### src/rtl/sub_bytes_sched.sv
// ---------------------------------------------------------------------------
// sub_bytes_sched
//   Shares a single AES forward S-box between two requesters: the state path
//   (16-byte SubBytes) and the key-expansion path (4-byte SubWord). The S-box
//   handles one byte per cycle, selected by the byte counter.
//
// Ports
//   CLK, RST_N        clock, asynchronous active-low reset
//   REQ_S / DIN_S     state request and 128-bit operand
//   GNT_S / DONE_S    state grant pulse (operand captured) / result-valid pulse
//   DOUT_S            128-bit substituted state
//   REQ_K / DIN_K     key request and 32-bit operand
//   GNT_K / DONE_K    key grant pulse / result-valid pulse
//   DOUT_K            32-bit substituted word
//   BUSY              high whenever the FSM is outside IDLE
//
// Parameter
//   KEY_PRIO          0 = round-robin on a tie, 1 = key requester always wins
// ---------------------------------------------------------------------------

// AES forward S-box, pure combinational lookup.
module aes_sbox (
   input  logic [7:0] i_byte,
   output logic [7:0] o_byte
);
   // Entry 0 sits in the most significant byte, so entry b lives at
   // bit offset (255 - b) * 8, i.e. {~b, 3'b000}.
   localparam logic [2047:0] SBOX_TABLE = {
      128'h637c777bf26b6fc53001672bfed7ab76,
      128'hca82c97dfa5947f0add4a2af9ca472c0,
      128'hb7fd9326363ff7cc34a5e5f171d83115,
      128'h04c723c31896059a071280e2eb27b275,
      128'h09832c1a1b6e5aa0523bd6b329e32f84,
      128'h53d100ed20fcb15b6acbbe394a4c58cf,
      128'hd0efaafb434d338545f9027f503c9fa8,
      128'h51a3408f929d38f5bcb6da2110fff3d2,
      128'hcd0c13ec5f974417c4a77e3d645d1973,
      128'h60814fdc222a908846eeb814de5e0bdb,
      128'he0323a0a4906245cc2d3ac629195e479,
      128'he7c8376d8dd54ea96c56f4ea657aae08,
      128'hba78252e1ca6b4c6e8dd741f4bbd8b8a,
      128'h703eb5664803f60e613557b986c11d9e,
      128'he1f8981169d98e949b1e87e9ce5528df,
      128'h8ca1890dbfe6426841992d0fb054bb16
   };

   assign o_byte = SBOX_TABLE[{~i_byte, 3'b000} +: 8];
endmodule

// FSM states
//   state    | meaning
//   IDLE     | waiting; grants one requester when any REQ is high
//   RUN_S    | substituting state bytes 0..15, one per cycle
//   RUN_K    | substituting key bytes 0..3, one per cycle
//   DONE     | one-cycle DONE pulse for the requester just served
module sub_bytes_sched #(
   parameter bit KEY_PRIO = 1'b0
) (
   input  logic         CLK,
   input  logic         RST_N,
   input  logic         REQ_S,
   input  logic [127:0] DIN_S,
   output logic         GNT_S,
   output logic         DONE_S,
   output logic [127:0] DOUT_S,
   input  logic         REQ_K,
   input  logic [31:0]  DIN_K,
   output logic         GNT_K,
   output logic         DONE_K,
   output logic [31:0]  DOUT_K,
   output logic         BUSY
);

   typedef enum logic [1:0] {
      ST_IDLE  = 2'd0,
      ST_RUN_S = 2'd1,
      ST_RUN_K = 2'd2,
      ST_DONE  = 2'd3
   } state_t;

   state_t         r_state;
   state_t         w_state_nxt;
   logic [3:0]     r_cnt;
   logic           r_last_k;   // 1 = key was granted last / is being served
   logic           r_rdy;      // blocks grants until one edge after reset release
   logic [127:0]   r_op;
   logic [127:0]   r_dout_s;
   logic [31:0]    r_dout_k;

   logic           w_gnt_s;
   logic           w_gnt_k;
   logic           w_done_s;
   logic           w_done_k;
   logic           w_busy;
   logic [7:0]     w_sbox_in;
   logic [7:0]     w_sbox_out;

   assign w_sbox_in = r_op[{r_cnt, 3'b000} +: 8];

   aes_sbox u_sbox (
      .i_byte (w_sbox_in),
      .o_byte (w_sbox_out)
   );

   // state register
   always_ff @(posedge CLK or negedge RST_N) begin
      if (!RST_N) r_state <= ST_IDLE;
      else        r_state <= w_state_nxt;
   end

   // next-state logic
   always_comb begin
      w_state_nxt = r_state;
      case (r_state)
         ST_IDLE: begin
            if (w_gnt_k)      w_state_nxt = ST_RUN_K;
            else if (w_gnt_s) w_state_nxt = ST_RUN_S;
         end
         ST_RUN_S: if (r_cnt == 4'd15) w_state_nxt = ST_DONE;
         ST_RUN_K: if (r_cnt == 4'd3)  w_state_nxt = ST_DONE;
         ST_DONE:  w_state_nxt = ST_IDLE;
         default:  w_state_nxt = ST_IDLE;
      endcase
   end

   // output logic; on a tie the key wins unless it was the last one granted
   // under round-robin
   always_comb begin
      w_gnt_k  = 1'b0;
      w_gnt_s  = 1'b0;
      w_done_s = 1'b0;
      w_done_k = 1'b0;
      w_busy   = (r_state != ST_IDLE);
      if (r_state == ST_IDLE && r_rdy) begin
         w_gnt_k = REQ_K && (!REQ_S || KEY_PRIO || !r_last_k);
         w_gnt_s = REQ_S && !w_gnt_k;
      end
      if (r_state == ST_DONE) begin
         w_done_k = r_last_k;
         w_done_s = !r_last_k;
      end
   end

   // datapath: operand capture at grant, one substituted byte per RUN cycle
   always_ff @(posedge CLK or negedge RST_N) begin
      if (!RST_N) begin
         r_rdy    <= 1'b0;
         r_cnt    <= 4'd0;
         r_last_k <= 1'b0;
         r_op     <= '0;
         r_dout_s <= '0;
         r_dout_k <= '0;
      end else begin
         r_rdy <= 1'b1;
         if (w_gnt_s) begin
            r_op     <= DIN_S;
            r_cnt    <= 4'd0;
            r_last_k <= 1'b0;
         end else if (w_gnt_k) begin
            r_op     <= {96'd0, DIN_K};
            r_cnt    <= 4'd0;
            r_last_k <= 1'b1;
         end else if (r_state == ST_RUN_S) begin
            r_dout_s[{r_cnt, 3'b000} +: 8] <= w_sbox_out;
            r_cnt <= r_cnt + 4'd1;
         end else if (r_state == ST_RUN_K) begin
            r_dout_k[{r_cnt[1:0], 3'b000} +: 8] <= w_sbox_out;
            r_cnt <= r_cnt + 4'd1;
         end
      end
   end

   assign GNT_S  = w_gnt_s;
   assign GNT_K  = w_gnt_k;
   assign DONE_S = w_done_s;
   assign DONE_K = w_done_k;
   assign BUSY   = w_busy;
   assign DOUT_S = r_dout_s;
   assign DOUT_K = r_dout_k;

endmodule

### config.mk
export PLATFORM = sky130hd
export DESIGN_NAME = sub_bytes_sched
export DESIGN_NICKNAME = d
export VERILOG_FILES = /design/src/rtl/sub_bytes_sched.sv
export SDC_FILE = /design/constraint.sdc
export NUM_CORES = 1
export LEC_CHECK = 0
export BUFFER_PORTS_ARGS = -buffer_cell sky130_fd_sc_hd__buf_4
export CELL_PAD_IN_SITES_DETAIL_PLACEMENT = 2
export CELL_PAD_IN_SITES_GLOBAL_PLACEMENT = 2
export CORE_MARGIN = 4
export CORE_UTILIZATION = 31
export DETAILED_ROUTE_END_ITERATION = 7
export GPL_TIMING_DRIVEN = 0
export PLACE_DENSITY = 0.74
export SLEW_MARGIN = 30
export SYNTH_ARGS = -nofsm -noshare
export SYNTH_HDL_FRONTEND = slang
export SYNTH_SLANG_ARGS = --single-unit
### constraint.sdc
create_clock -name CLK -period 4.1 [get_ports CLK]
set_clock_uncertainty 0.1 [all_clocks]
set_input_delay 0.41 -clock CLK [delete_from_list [all_inputs] [get_ports CLK]]
set_output_delay 0.41 -clock CLK [all_outputs]
set_load 0.03 [all_outputs]
# Yosys cells after proc, flatten, opt, wreduce, memory -nomap -nowiden
# Index checks and enable logic that the tools add are counted.
[op_classes] shifts=6 addsub=3 n_mux=19 reduce_logical=14 bitwise_logic=4 eq_ne=8
[ops] operator="2048-bit by 12-bit variable part select with 8-bit output, first input constant" n=1
[ops] operator="128-bit 2-to-1 mux" n=2
[ops] operator="128-bit bitwise mux" n=1
[ops] operator="8-bit by 9-bit variable shift with 128-bit output, first input constant" n=1
[ops] operator="128-bit by 8-bit variable part select with 8-bit output" n=1
[ops] operator="8-bit by 9-bit variable part select with 128-bit output" n=1
[ops] operator="32-bit bitwise mux" n=1
[ops] operator="8-bit by 7-bit variable shift with 32-bit output, first input constant" n=1
[ops] operator="8-bit by 7-bit variable part select with 32-bit output" n=1
[ops] operator="4-bit 2-to-1 mux" n=4
[ops] operator="7-bit negation with 9-bit output" n=1
[ops] operator="2-bit 2-to-1 mux" n=4
[ops] operator="8-bit inverter" n=1
[ops] operator="2-bit one-hot mux with 4 select lines" n=1
[ops] operator="5-bit negation with 7-bit output" n=1
[ops] operator="1-bit 2-to-1 mux" n=6
[ops] operator="3-bit AND reduction" n=2
[ops] operator="4-bit by 1-bit adder with 4-bit output, second input constant" n=1
[ops] operator="2-bit == test, second input constant" n=2
[ops] operator="4-bit by 2-bit == test with 1-bit output, second input constant" n=1
[ops] operator="4-bit == test, second input constant" n=1
[ops] operator="2-bit inequality test, second input constant" n=2
[ops] operator="4-bit AND reduction" n=1
[ops] operator="2-bit nonzero test" n=2
[ops] operator="other kinds (8)" n=14
[totals] inputBits=164 reg_bits=296

# Logic depth before layout (Yosys ltp)
[depth] word_depth=9 mapped_depth=19

# Hierarchy
# A second synthesis with hierarchy kept.
[unflattened] hier_cells=1454 area_unflattened_um2=15946.5
[modules_own_cells] module="sub_bytes_sched" seq_area_each_um2=7407.1 instances=1 cells_per_inst=924 area_per_inst_um2=12594.6
[modules_own_cells] module="aes_sbox" seq_area_each_um2=0.0 instances=1 cells_per_inst=530 area_per_inst_um2=3352.0

# Least setup slack after synthesis
# No wires, ideal clock.
[synth_path] path_type="reg2reg" start="register r_cnt[0]" end="register r_dout_s[113], in the netlist DOUT_S[113]" n_path_buf=6 synth_period_minus_slack_ps=4212 arrival_time_ps=4027 slack_ps=-112 required_time_ps=3915 stages_incl_launch_ff=18 setup_ps=85 cell_sequence="dfrtp_1 -> buf_4 -> buf_6 -> buf_4 -> mux4_2 -> nand2_1 -> and4_1 -> buf_2 -> buf_2 -> ha_1 -> a2111oi_2 -> a21oi_1 -> o22ai_1 -> mux2_2 -> a2111oi_0 -> a2111o_1 -> buf_2 -> o21ai_0"
[synth_via] elab_chain_len=5 word_cells_on_any_way=7
[synth_rtl] element="from (decl)" line="83" text="logic [3:0] r_cnt;"
[synth_rtl] element="from (signal assigned)" line="165" text="r_cnt <= r_cnt + 4'd1;"
[synth_rtl] element="from (signal assigned)" line="168" text="r_cnt <= r_cnt + 4'd1;"
[synth_rtl] element="128-bit by 8-bit variable part select with 8-bit output" line="98" text="assign w_sbox_in = r_op[{r_cnt, 3'b000} +: 8];"
[synth_rtl] element="8-bit inverter" line="47" text="assign o_byte = SBOX_TABLE[{~i_byte, 3'b000} +: 8];"
[synth_rtl] element="2048-bit by 12-bit variable part select with 8-bit output" line="47"
[synth_rtl] element="8-bit by 9-bit variable part select with 128-bit output" line="164" text="r_dout_s[{r_cnt, 3'b000} +: 8] <= w_sbox_out;"
[synth_rtl] element="128-bit bitwise mux (*)" line="164"
[synth_rtl] element="to (signal, indexed assignment)" line="164"
[synth_rtl] element="to (decl)" line="87" text="logic [127:0] r_dout_s;"
# Mark *: on every way between the ends. The rest lies on a longest branch, timed or not.
# A chain may end at the register's enable or synchronous reset.

# Worst setup path in the final report
[layout_path] start="register r_cnt[3]" end="register r_dout_s[8], in the netlist DOUT_S[8]"
# The elaborated chain is that of the path after synthesis.

==> flow_summary.yaml <==
run_status:
  outcome: "complete, but fails checks"
  violations: "hold timing, setup timing"
cells_and_area:
  final_nets: 2440
  area_delta_synth_final_pct: 60.6
  layout.area.seq_sq_um: 7410
  multi_input_area_sq_um: 8950
  final_layout_size_suffix_gt1_share_pct: 39.3
  finalNonFillerCells: 2957
  utilization_pct: 50.3
  n_fill_cell: 5076
grt:
  grt_use_total_pct: 38.9
  met2_usage_pct: 65.3
  overflow: 0
  met3_usage_pct: 7.63
  grt_pass1_wl_microns: 153000
  first_global_vias: 20271
  use_met1_pct: 46.7
  grt_max_degree: 85
  top_usage_layer: "met2"
  antenna_found_initial: 8
yosys:
  syn-cell-area_sq_um: 15700
  synth_async_sr_flop_share_pct: 100
  syn_avg_cell_area_sq_um: 9.61
  synth_edf_count: 0
  netlist_instances: 1631
  synth_cell_type_count: 85
  ys_seq_area_share_pct: 47.2
  synth_ff_type: "dfrtp_1"
  ys_ff_latch: 296
  yosysWarnings: 0
  synthesis.nets: 1821
sta:
  max_freq_ghz: 0.218
  rsz0062_at_grt: "true"
  slew_viol_final: 0
  finalSetupViolCount: 161
  hold_viol: 2
  hold_slack_ps: -15.7
  post-route-period-util_pct: 112
  worst_pin_slew_ps: 1060
  finalWorstSetupSlack_ps: -487
  max_slew_margin_pct: 29.5
  fin_crit_ps: 4590
route:
  wl_per_cell_microns: 43.2
  vias: 19899
  drc: 0
  routed_wl_microns: 128000
  drtAntennaViolNets: 0
  viasPerCell: 6.73
  dr.pass1.iters: 6
  drt_iter0_drc: 2597
placement:
  gp_congestion: 1.01
  dp.cells: 2634
  io_buffers: 328
  place_hpwl_microns: 67300
setup_path:
  crit_type: "flop to flop"
  worstPathMaxFanout: 11
  critPathCaptureType: "flop"
  worstPathArrival_ps: 4920
  rr_endpoint: "DOUT_S[8]"
  start_kind: "flop"
  reg2reg_slack_ps: -490
  rr_worst_depth: 16
  required_ps: 4440
  r2r_start: "r_cnt[3]"
floorplanning:
  ios: 329
  die_area_sq_um: 54200
  fp.dieH_microns: 233
  fp.coreArea_sq_um: 50100
  die_w_microns: 233
  rows: 82
  initial_core_util_pct: 31.3
clock_tree:
  ctsRootBufferMaster: "clkbuf_16"
  cts-buffers-inserted: 37
  clk_transition_reported_paths_ps: 70
  htreeDepth: 2
  clk_latency_ps: 590
  tritoncts: "done"
  cts_buffer_depth: 3
  cts_num_sinks: 296
worst_hold_path:
  holdPathEnd: "r_op[24]"
  hold_class: "primary input to flop"
  hp-start: "DIN_K[24]"
  hold_path_depth: 3
run:
  drv_cap: 0
## worst max path at each step
stage | startpoint | endpoint | slack [ps] | cells after the start
finish | r_cnt[3] | DOUT_S[8] | -490 | 16
CTS | r_cnt[0] | DOUT_S[89] | -60 | 18
global placement | r_cnt[2] | DOUT_S[109] | -3770 | 18
floorplan | r_cnt[2] | DOUT_S[109] | 20 | 18
detailed placement | r_cnt[2] | DOUT_S[109] | -3070 | 18
global route | r_cnt[0] | DOUT_K[7] | -510 | 19
## stage by stage
step           area [sq um]  setup TNS, ps  setup slack (ps)  hold WS (ps)
6_report              25200         -51000              -487         -15.7
5_1_grt               25200         -50590              -510         -12.7
4_1_cts               23800          -1380             -60.6        0.0153
3_5_place_dp          19100        -388760             -3070           330
3_3_place_gp          19000        -514830             -3770           367
2_1_floorplan         15700              0              15.9          14.4
## registers in the layout (all words and copies together), names as in the netlist
signal / count
r_state: 2
DOUT_S: 128
r_op: 128
r_cnt: 4
DOUT_K: 32
r_rdy: 1
r_last_k: 1
## layout make-up
type                    count  area share (%)
multi-input cells        1136            35.5
flip-flops and latches    296            29.4
repair buffers            586            20.4
plain buffers             148            5.55
clock buffers              53            4.12
well taps                 672            3.34
inverters                  45           0.765
clock inverters            11           0.755
diodes                     10          0.0994
## timing repair
item	in CTS	in global routing
resized for setup	425	286
buffers inserted	63	50
gates cloned	8	3
hold endpoints to repair	184	1
pin swaps	52	64
endpoints found under the setup margin	160	160
hold buffers	131	1
## layer usage
| metal | share of wire [%] | vias to the layer above |
|---|---|---|
| li1 | - | 7301 |
| met1 | 35 | 10150 |
| met2 | 46 | 1737 |
| met3 | 9.2 | 709 |
| met4 | 9.4 | 2 |
| met5 | 0.0094 | - |
## critical path: stages (launching register included)
cell and delay, ps:
dfrtp_1 390, clkbuf_2 330, nor2b_1 310, clkbuf_2 370
nand2_2 160, and4_4 220, buf_12 170, ha_1 310
clkbuf_8 270, nor2_1 310, o21ai_1 150, a21o_1 250
a311oi_2 310, o211ai_1 150, buf_6 190, buf_12 160
o31ai_4 280
## cells in the mapped netlist, types with 5 or more instances
cell type | number | area share [%]
nor2b_1 | 5 | 0.20
a21oi_1 | 56 | 1.8
mux4_2 | 28 | 4.0
o311a_1 | 5 | 0.32
mux2i_1 | 15 | 0.96
nand2_1 | 277 | 6.6
buf_6 | 10 | 0.72
xnor2_1 | 7 | 0.39
a221oi_1 | 8 | 0.45
o21ai_1 | 17 | 0.54
and4_1 | 5 | 0.28
and3_1 | 9 | 0.36
buf_2 | 38 | 1.2
mux2_2 | 7 | 0.50
a21o_1 | 5 | 0.24
clkbuf_1 | 86 | 2.1
nor2_1 | 67 | 1.6
or3_1 | 9 | 0.36
o21ai_0 | 194 | 6.2
o31ai_1 | 10 | 0.48
and2_1 | 8 | 0.32
nand4_1 | 11 | 0.44
nor4_1 | 8 | 0.32
inv_1 | 44 | 1.1
a211oi_1 | 17 | 0.81
a211o_1 | 5 | 0.28
o22ai_1 | 13 | 0.52
a222oi_1 | 32 | 2.0
a22oi_1 | 6 | 0.29
buf_1 | 11 | 0.26
a22o_1 | 96 | 5.4
nor3_1 | 27 | 0.86
a31oi_1 | 15 | 0.60
dfrtp_1 | 296 | 47
nand2b_1 | 10 | 0.40
o211ai_1 | 15 | 0.72
ha_1 | 26 | 2.1
buf_4 | 8 | 0.38
a311oi_1 | 13 | 0.73
o221ai_1 | 7 | 0.39
a2111oi_0 | 7 | 0.39
nand3_1 | 18 | 0.57
## placed cells by master, fill, tap and decap left out, drive strengths merged, types with 11 or more instances in the layout
master       Yosys  layout
a31oi           15      15
o22ai           14      14
o31ai           11      11
a22o            96      96
nand3           18      18
clkbuf          87     123
o21ai          211     211
nand4           11      11
nand2          277     277
nor3            27      27
buf             67     531
a222oi          32      32
ha              26      26
dlygate4sd3      0     132
mux4            28      28
dfrtp          296     296
a21oi           56      56
inv             45      44
mux2i           15      15
a211oi          18      18
o211ai          17      17
a311oi          13      13
nor2            68      68
## cell families after synthesis
kind of cell	count (synthesis)	synth area share (%)
AND/OR/NAND/NOR	476	13.5
flip-flops	296	47.2
multiplexers	52	5.63
AO/OA/AOI/OAI	573	25.4
adder cells (fa/ha/maj)	26	2.07
XOR/XNOR	8	0.447
other	1	0.0239
buffers and inverters	199	5.74
Power is left out: the tool's default activity adds up to more than one toggle a clock period on the data nets, which glitch-free logic cannot reach.
